File: config.mk
export PLATFORM = sky130hd
export DESIGN_NAME = icache_rd_responder
export DESIGN_NICKNAME = d
export VERILOG_FILES = /design/src/rtl/icache_rd_responder_pkg.sv /design/src/rtl/icache_rd_responder_rd_lat_ctr.sv /design/src/rtl/icache_rd_responder.sv
export SDC_FILE = /design/constraint.sdc
export NUM_CORES = 1
export LEC_CHECK = 0
export BUFFER_PORTS_ARGS = -buffer_cell sky130_fd_sc_hd__buf_4
export CORE_ASPECT_RATIO = 1.1
export CORE_UTILIZATION = 30
export CTS_BUF_LIST = sky130_fd_sc_hd__clkbuf_2
export DETAILED_ROUTE_END_ITERATION = 7
export HOLD_SLACK_MARGIN = 0.08
export PLACE_DENSITY = 0.85
export REMOVE_ABC_BUFFERS = 1
export SYNTH_ARGS = -nofsm -noshare
export SYNTH_HDL_FRONTEND = slang
export SYNTH_SLANG_ARGS = --single-unit
File: constraint.sdc
create_clock -name clk -period 3.3 [get_ports clk]
set_clock_uncertainty 0.1 [all_clocks]
set_input_delay 0.33 -clock clk [delete_from_list [all_inputs] [get_ports clk]]
set_output_delay 0.33 -clock clk [all_outputs]
set_load 0.05 [all_outputs]
File: src/rtl/icache_rd_responder_pkg.sv
// Shared definitions for the icache refill read responder: FSM encoding,
// burst geometry and the debug view of the responder state.
package icache_rd_responder_pkg;

    localparam logic [1:0] ST_IDLE  = 2'd0;
    localparam logic [1:0] ST_WAIT  = 2'd1;
    localparam logic [1:0] ST_ISSUE = 2'd2;
    localparam logic [1:0] ST_BEAT  = 2'd3;

    localparam int BURST_BEATS = 4;
    localparam int LINE_OFF_W  = 4;
    localparam int BEAT_W      = 2;

    typedef struct packed {
        logic [1:0]        state;
        logic [BEAT_W-1:0] beat;
    } resp_dbg_t;

endpackage

File: src/rtl/icache_rd_responder_rd_lat_ctr.sv
// Load/decrement down-counter with a zero flag, used to model slow memory.
// Only compiled when ICACHE_RESP_LAT_EN is defined.
`ifdef ICACHE_RESP_LAT_EN
module rd_lat_ctr #(
    parameter int W = 2
) (
    input  logic         clk,
    input  logic         rstn,
    input  logic         load,
    input  logic [W-1:0] load_val,
    input  logic         dec,
    output logic         zero
);

    logic [W-1:0] cnt_q, cnt_d;

    always_comb begin
        cnt_d = cnt_q;
        if (load) begin
            cnt_d = load_val;
        end else if (dec && (cnt_q != '0)) begin
            cnt_d = cnt_q - W'(1);
        end
    end

    always_ff @(posedge clk or negedge rstn) begin
        if (!rstn) begin
            cnt_q <= '0;
        end else begin
            cnt_q <= cnt_d;
        end
    end

    assign zero = (cnt_q == '0);

endmodule
`endif

File: src/rtl/icache_rd_responder.sv
// Memory-side responder for the icache refill port: one AR request returns a
// 4-beat burst read from synchronous memory. ICACHE_RESP_LAT_EN adds RD_LAT wait cycles.
module icache_rd_responder
    import icache_rd_responder_pkg::*;
#(
    parameter int MEM_AW = 14,
    parameter int RD_LAT = 3
) (
    input  logic              clk,
    input  logic              rstn,
    input  logic              i_arvalid,
    input  logic [31:0]       i_araddr,
    output logic              i_arready,
    output logic              i_rvalid,
    input  logic              i_rready,
    output logic [31:0]       i_rdata,
    output logic              i_rlast,
    output logic              mem_en,
    output logic [MEM_AW-1:0] mem_addr,
    input  logic [31:0]       mem_rdata,
    output resp_dbg_t         dbg
);

    // Handshakes: a transfer happens in a cycle where valid and ready are both
    // high; valid never waits on ready and, once raised, holds with stable
    // payload until that transfer.

    localparam int LINE_W = MEM_AW - BEAT_W;

    logic [1:0]        state_q, state_d;
    logic [LINE_W-1:0] line_q, line_d;
    logic [BEAT_W-1:0] beat_q, beat_d;
    logic [BEAT_W-1:0] addr_beat;
    logic              advance;
    logic              last_beat;
    logic              unused_addr;

`ifdef ICACHE_RESP_LAT_EN
    localparam int              CNT_W    = (RD_LAT < 2) ? 1 : $clog2(RD_LAT);
    localparam logic [CNT_W-1:0] LAT_LOAD = (RD_LAT > 0) ? CNT_W'(RD_LAT - 1) : '0;

    logic lat_load;
    logic lat_dec;
    logic lat_zero;

    assign lat_load = (state_q == ST_IDLE) && i_arvalid;
    assign lat_dec  = (state_q == ST_WAIT) && !lat_zero;

    rd_lat_ctr #(
        .W(CNT_W)
    ) u_rd_lat_ctr (
        .clk      (clk),
        .rstn     (rstn),
        .load     (lat_load),
        .load_val (LAT_LOAD),
        .dec      (lat_dec),
        .zero     (lat_zero)
    );
`else
    logic unused_rd_lat;
    assign unused_rd_lat = (RD_LAT != 0);
`endif

    // Byte offset within the line and bits above the memory are don't-care.
    assign unused_addr = ^{i_araddr[31:MEM_AW+2], i_araddr[LINE_OFF_W-1:0]};

    assign last_beat = (beat_q == BEAT_W'(BURST_BEATS - 1));

    always_comb begin
        state_d = state_q;
        line_d  = line_q;
        beat_d  = beat_q;
        advance = 1'b0;
        case (state_q)
            ST_IDLE: begin
                if (i_arvalid) begin
                    line_d = i_araddr[MEM_AW+1:LINE_OFF_W];
                    beat_d = '0;
`ifdef ICACHE_RESP_LAT_EN
                    state_d = (RD_LAT == 0) ? ST_ISSUE : ST_WAIT;
`else
                    state_d = ST_ISSUE;
`endif
                end
            end
`ifdef ICACHE_RESP_LAT_EN
            ST_WAIT: begin
                if (lat_zero) begin
                    state_d = ST_ISSUE;
                end
            end
`endif
            ST_ISSUE: begin
                state_d = ST_BEAT;
            end
            ST_BEAT: begin
                if (i_rready) begin
                    if (last_beat) begin
                        state_d = ST_IDLE;
                    end else begin
                        beat_d  = beat_q + BEAT_W'(1);
                        advance = 1'b1;
                    end
                end
            end
            default: begin
                state_d = ST_IDLE;
            end
        endcase
    end

    always_ff @(posedge clk or negedge rstn) begin
        if (!rstn) begin
            state_q <= ST_IDLE;
            line_q  <= '0;
            beat_q  <= '0;
        end else begin
            state_q <= state_d;
            line_q  <= line_d;
            beat_q  <= beat_d;
        end
    end

    // The next read is launched in the same cycle as the accepted beat so the
    // following beat lands one cycle later; a stall leaves the memory idle,
    // which keeps its output (and i_rdata) stable.
    assign addr_beat = advance ? (beat_q + BEAT_W'(1)) : beat_q;

    assign i_arready = (state_q == ST_IDLE);
    assign i_rvalid  = (state_q == ST_BEAT);
    assign i_rlast   = (state_q == ST_BEAT) && last_beat;
    assign i_rdata   = mem_rdata;
    assign mem_en    = (state_q == ST_ISSUE) || advance;
    assign mem_addr  = {line_q, addr_beat};

    always_comb begin
        dbg       = '0;
        dbg.state = state_q;
        dbg.beat  = beat_q;
    end

endmodule

; Word-level counts from Yosys, hierarchy flattened
; Cells that the tools add are included.
[totals]
regBits = 16
in_bits = 68
out_inout_bits = 54
word_cells = 30
[classes]
add_sub_neg = 1
n_eq_ne = 7
mux = 12
reduce_logical = 7
[op_table]
columns = cell, count
row1 = 2-to-1 mux 2 bit, 7
row2 = == test 2 bit (second input constant), 3
row3 = one-hot mux 2 bit (3 select lines), 1
row4 = != test 2 x 1 -> 1 bit (second input constant), 2
row5 = != test 2 bit (second input constant), 2
row6 = one-hot mux 2 bit (2 select lines), 1
row7 = AND reduction 4 bit, 1
row8 = 2-to-1 mux 1 bit, 3
row9 = AND reduction 3 bit, 1
row10 = adder 2 x 1 -> 2 bit (second input constant), 1
row11 = logical NOT 2 bit, 1
row12 = AND reduction 2 bit, 1
row13 = nonzero test 2 bit, 1
row14 = logical AND 1 bit, 1
row15 = logical OR 1 bit, 1

; Logic depth before layout (Yosys ltp)
[depth]
word_depth = 5
mapped_depth = 4
depth_no_buf = 4

; Least setup slack after synthesis
; No wires, ideal clock.
[synth_path]
path_type = register -> output
startpoint = register beat_q[0]
endpoint = output port mem_addr[0]
arrival_time_ps = 2228
required_ps = 2870
path_slack_ps = 642
stages_incl_launch_ff = 5
n_path_buf = 0
cell_sequence = dfrtp_1 > ha_1 > nand2b_1 > or3_4 > xnor2_1
[synth_between]
elab_chain_cells = 5
word_cells_on_any_way = 6
cone_classes = add/sub (1) / eq/ne (1) / mux (4)
[synth_rtl]
columns = element, line_no
row1 = "start, declared", icache_rd_responder.sv:32  ; logic [BEAT_W-1:0] beat_q, beat_d;
row2 = "start signal, assigned", icache_rd_responder.sv:120  ; beat_q <= beat_d;
row3 = == test 2 bit, icache_rd_responder.sv:67  ; assign last_beat = (beat_q == BEAT_W'(BURST_BEATS - 1));
row4 = 2-to-1 mux 1 bit, icache_rd_responder.sv:98  ; if (last_beat) begin
row5 = 2-to-1 mux 1 bit, icache_rd_responder.sv:97  ; if (i_rready) begin
row6 = 2-to-1 mux 1 bit, icache_rd_responder.sv:74  ; case (state_q)
row7 = 2-to-1 mux 2 bit *, icache_rd_responder.sv:127  ; assign addr_beat = advance ? (beat_q + BEAT_W'(1)) : beat_q;
row8 = "end, declared", icache_rd_responder.sv:19  ; output logic [MEM_AW-1:0] mem_addr,
; Mark *: on every way between the ends. The rest lies on a longest branch, timed or not.

; Worst setup path after layout
[layout_path]
startpoint = register beat_q[0]
endpoint = output port mem_addr[1]
; The elaborated chain is that of the path after synthesis.

==> flow_summary_export.csv <==
group,metric,value,unit
timing,fin_tns_setup,0,ns
routing,wl,3.08,mm
routing,drc_errors,0,
floorplan,core,2880,sq um
critical_path,crit_path_max_incr_delay,0.47,ns
floorplan,ioPinCount,122,
timing,slew_viol_final,0,
clock_network,post_cts_buffers,0,
layout,layout-drive-gt1-share,0.626,
clock_network,numCtsBuffers,3,
clock_network,htree_levels,1,
global_routing,grt.overflow.total,0,
critical_path,criticalPathCategory,"register to output port",
layout,syn2layout_area_growth,10.7,%
critical_path,path_max_fanout,6,
global_routing,grt_usage,0.181,
routing,drtAntennaViolNets,0,
power,pwr-share-clk,0.061,
layout,layout.nets,162,
routing,vias_per_cell,4.79,
placed_design,placed_area,1010,sq um
layout,stdcell_area,1040,sq um
clock_network,cts_buffer_depth,2,
clock_network,cts_tree,"done",
critical_path,slowest_stage,"dfrtp_1",
global_routing,grt_pass1_vias,597,
clock_network,clockRootBuffer,"clkbuf_2",
floorplan,rows,20,
critical_path,start_kind,"register",
timing,period_minus_slack,2.44,ns
routing,vias,594,
critical_path,required,2.87,ns
power,power_switching,0.780,mW
yosys,yosysSeqAreaShare,0.426,
global_routing,grt_first_pass_wirelength,4.13,mm
yosys,yosys_warnings,0,
power,p_seq_frac,0.263,
routing,avgRoutedWirePerCell,24.8,microns
timing,hold_viol,0,
timing,max_freq,410,MHz
power,pwr-share-comb,0.676,
layout,n_antenna_cell,0,
floorplan,fp.dieH,60.7,microns
critical_path,r2r_start,"state_q[1]$_DFFE_PN0P_",
status,outcome,"completed",
routing,drt_iter0_drc,29,
yosys,synth_area,940,sq um
placed_design,gp_congestion,0.912,
placed_design,port_buffers,37,
yosys,synth-seq-cells,16,
min_path,min_from,"i_arvalid",
global_routing,grt_max_degree,17,
timing,tightest_slew,1.01,ns
critical_path,ff2ff_path_depth,2,
floorplan,fp.dieW,55.4,microns
min_path,holdPathEnd,"state_q[1]$_DFFE_PN0P_",
critical_path,cp.arrival,2.01,ns
power,p_int,0.629,mW
flow_run,maxCapViolCount,0,
power,finalPower,1.41,mW
critical_path,cp-startpoint,"beat_q[0]$_DFFE_PN0P_",
clock_network,clock-sinks,16,
min_path,min_path_type,"input pin to register",
clock_network,clk-insertion-delay-late,0.28,ns
power,power_leakage,0.519,nW
critical_path,regToRegSetupSlack,1.34,ns
critical_path,end_kind,"output port",
global_routing,antenna_found_initial,0,
timing,finalSetupViolations,0,
floorplan,initial_core_util,0.327,
floorplan,dieArea,3360,sq um
timing,whs,0.157,ns
min_path,holdPathStages,2,
placed_design,place_hpwl,2.75,mm
routing,firstDrtPassIters,4,
timing,rsz0062_at_grt,"false",
layout,final_cell_mix,"buf_4, dfrtp_1, mux2_2",
power,switching_share,0.554,
yosys,ys_types,19,
power,powerDensity,1360,nW/um^2
clock_network,path_clk_slew,0.15,ns
timing,relSlewSlack,0.325,
timing,finalCritPeriodShare,0.739,
power,peakVddDrop,0.760,mV
critical_path,path_cells,"ha_1, nand2b_1, or3_4, mux2_4, buf_4",
layout,fin_util,0.361,
critical_path,r2r_end,"line_q[1]$_DFFE_PN0P_",
layout,final_common_cell,"buf_4",
yosys,syn_avg_cell_area,11.5,sq um
yosys,synth_cells,82,
[what timing repair did]
item | 4_1_cts | 5_1_grt
hold buffers | 1 | 0
gates resized for setup | 0 | 0
endpoints found under the setup margin | 0 | 0
endpoints found under the hold margin | 16 | 0
[synth_stat cells]
library cell / number / area share
buf_4: 33 / 0.26
dfrtp_1: 16 / 0.43
mux2_2: 12 / 0.14
ha_1: 2 / 0.027
inv_2: 2 / 0.0080
nand3b_1: 2 / 0.016
nor2_1: 2 / 0.0080
o21ai_0: 2 / 0.011
a21o_1: 1 / 0.0080
a21oi_1: 1 / 0.0053
a31oi_1: 1 / 0.0067
and3_1: 1 / 0.0067
inv_1: 1 / 0.0040
mux2_4: 1 / 0.016
nand2b_1: 1 / 0.0067
nand4b_1: 1 / 0.0093
nor3b_2: 1 / 0.013
or3_4: 1 / 0.012
xnor2_1: 1 / 0.0093
[layer usage]
| layer | global-route usage | up-vias | wire length (microns) |
|---|---|---|---|
| li1 | - | 257 | - |
| met1 | 0.103 | 263 | 639 |
| met2 | 0.367 | 66 | 1720 |
| met3 | 0.162 | 8 | 659 |
| met4 | 0.0821 | 0 | 59 |
| met5 | 0 | - | 0 |
[flip-flops by register name (all words and copies together), names as in the netlist]
signal / count
line_q: 12
beat_q: 2
state_q: 2
[logic make-up (layout without fill, tap and decap cells)]
kind of cell             after synthesis  count (layout)  synth area share
buffers and inverters                 36              45             0.276
flip-flops                            16              16             0.426
multiplexers                          13              13             0.160
AND/OR/NAND/NOR                        9               9            0.0719
AO/OA/AOI/OAI                          5               5            0.0306
adder cells (fa/ha/maj)                2               2            0.0266
XOR/XNOR                               1               1           0.00932
[worst max-delay path, delay by kind of cell (launching register included)]
kind	cells	cell delay (ns)
simple gates	2	0.52
mux	1	0.30
buf+inv	1	0.19
fa+ha+maj	1	0.26
flops	1	0.47
[cell type report]
class                           count  area (sq um)
Fill cell                         304          1840
Sequential cell                    16           400
Timing Repair Buffer               38           288
Multi-Input combinational cell     30           280
Tap cell                           33          41.3
Clock buffer                        3          15.0
Inverter                            3          11.3
Clock inverter                      1          3.75
[per-stage QoR]
stage | setup slack (ns) | std cells
after floorplan | 0.642 | 49
after global placement | 1.22 | 119
after detailed placement | 1.19 | 119
after CTS | 0.834 | 124
after global routing | 0.771 | 124
final | 0.862 | 124
[power by group through the flow]
stage                     clock network [mW]  logic, mW  registers (mW)
after floorplan                            0      0.345           0.700
after global placement                     0      0.941           0.367
after detailed placement                   0      0.956           0.376
after CTS                             0.0905      0.959           0.371
after global routing                  0.0970      0.989           0.385
final                                 0.0858      0.953           0.371
[worst max path at each step]
stage | endpoint | slack [ns] | cells after the start
6_report | mem_addr[1] | 0.86 | 5
2_1_floorplan | mem_addr[0] | 0.64 | 4
4_1_cts | mem_addr[1] | 0.83 | 5
3_5_place_dp | mem_addr[1] | 1.19 | 5
5_1_grt | mem_addr[1] | 0.77 | 5
3_3_place_gp | mem_addr[1] | 1.22 | 5
(Power assumes the default switching activity.)
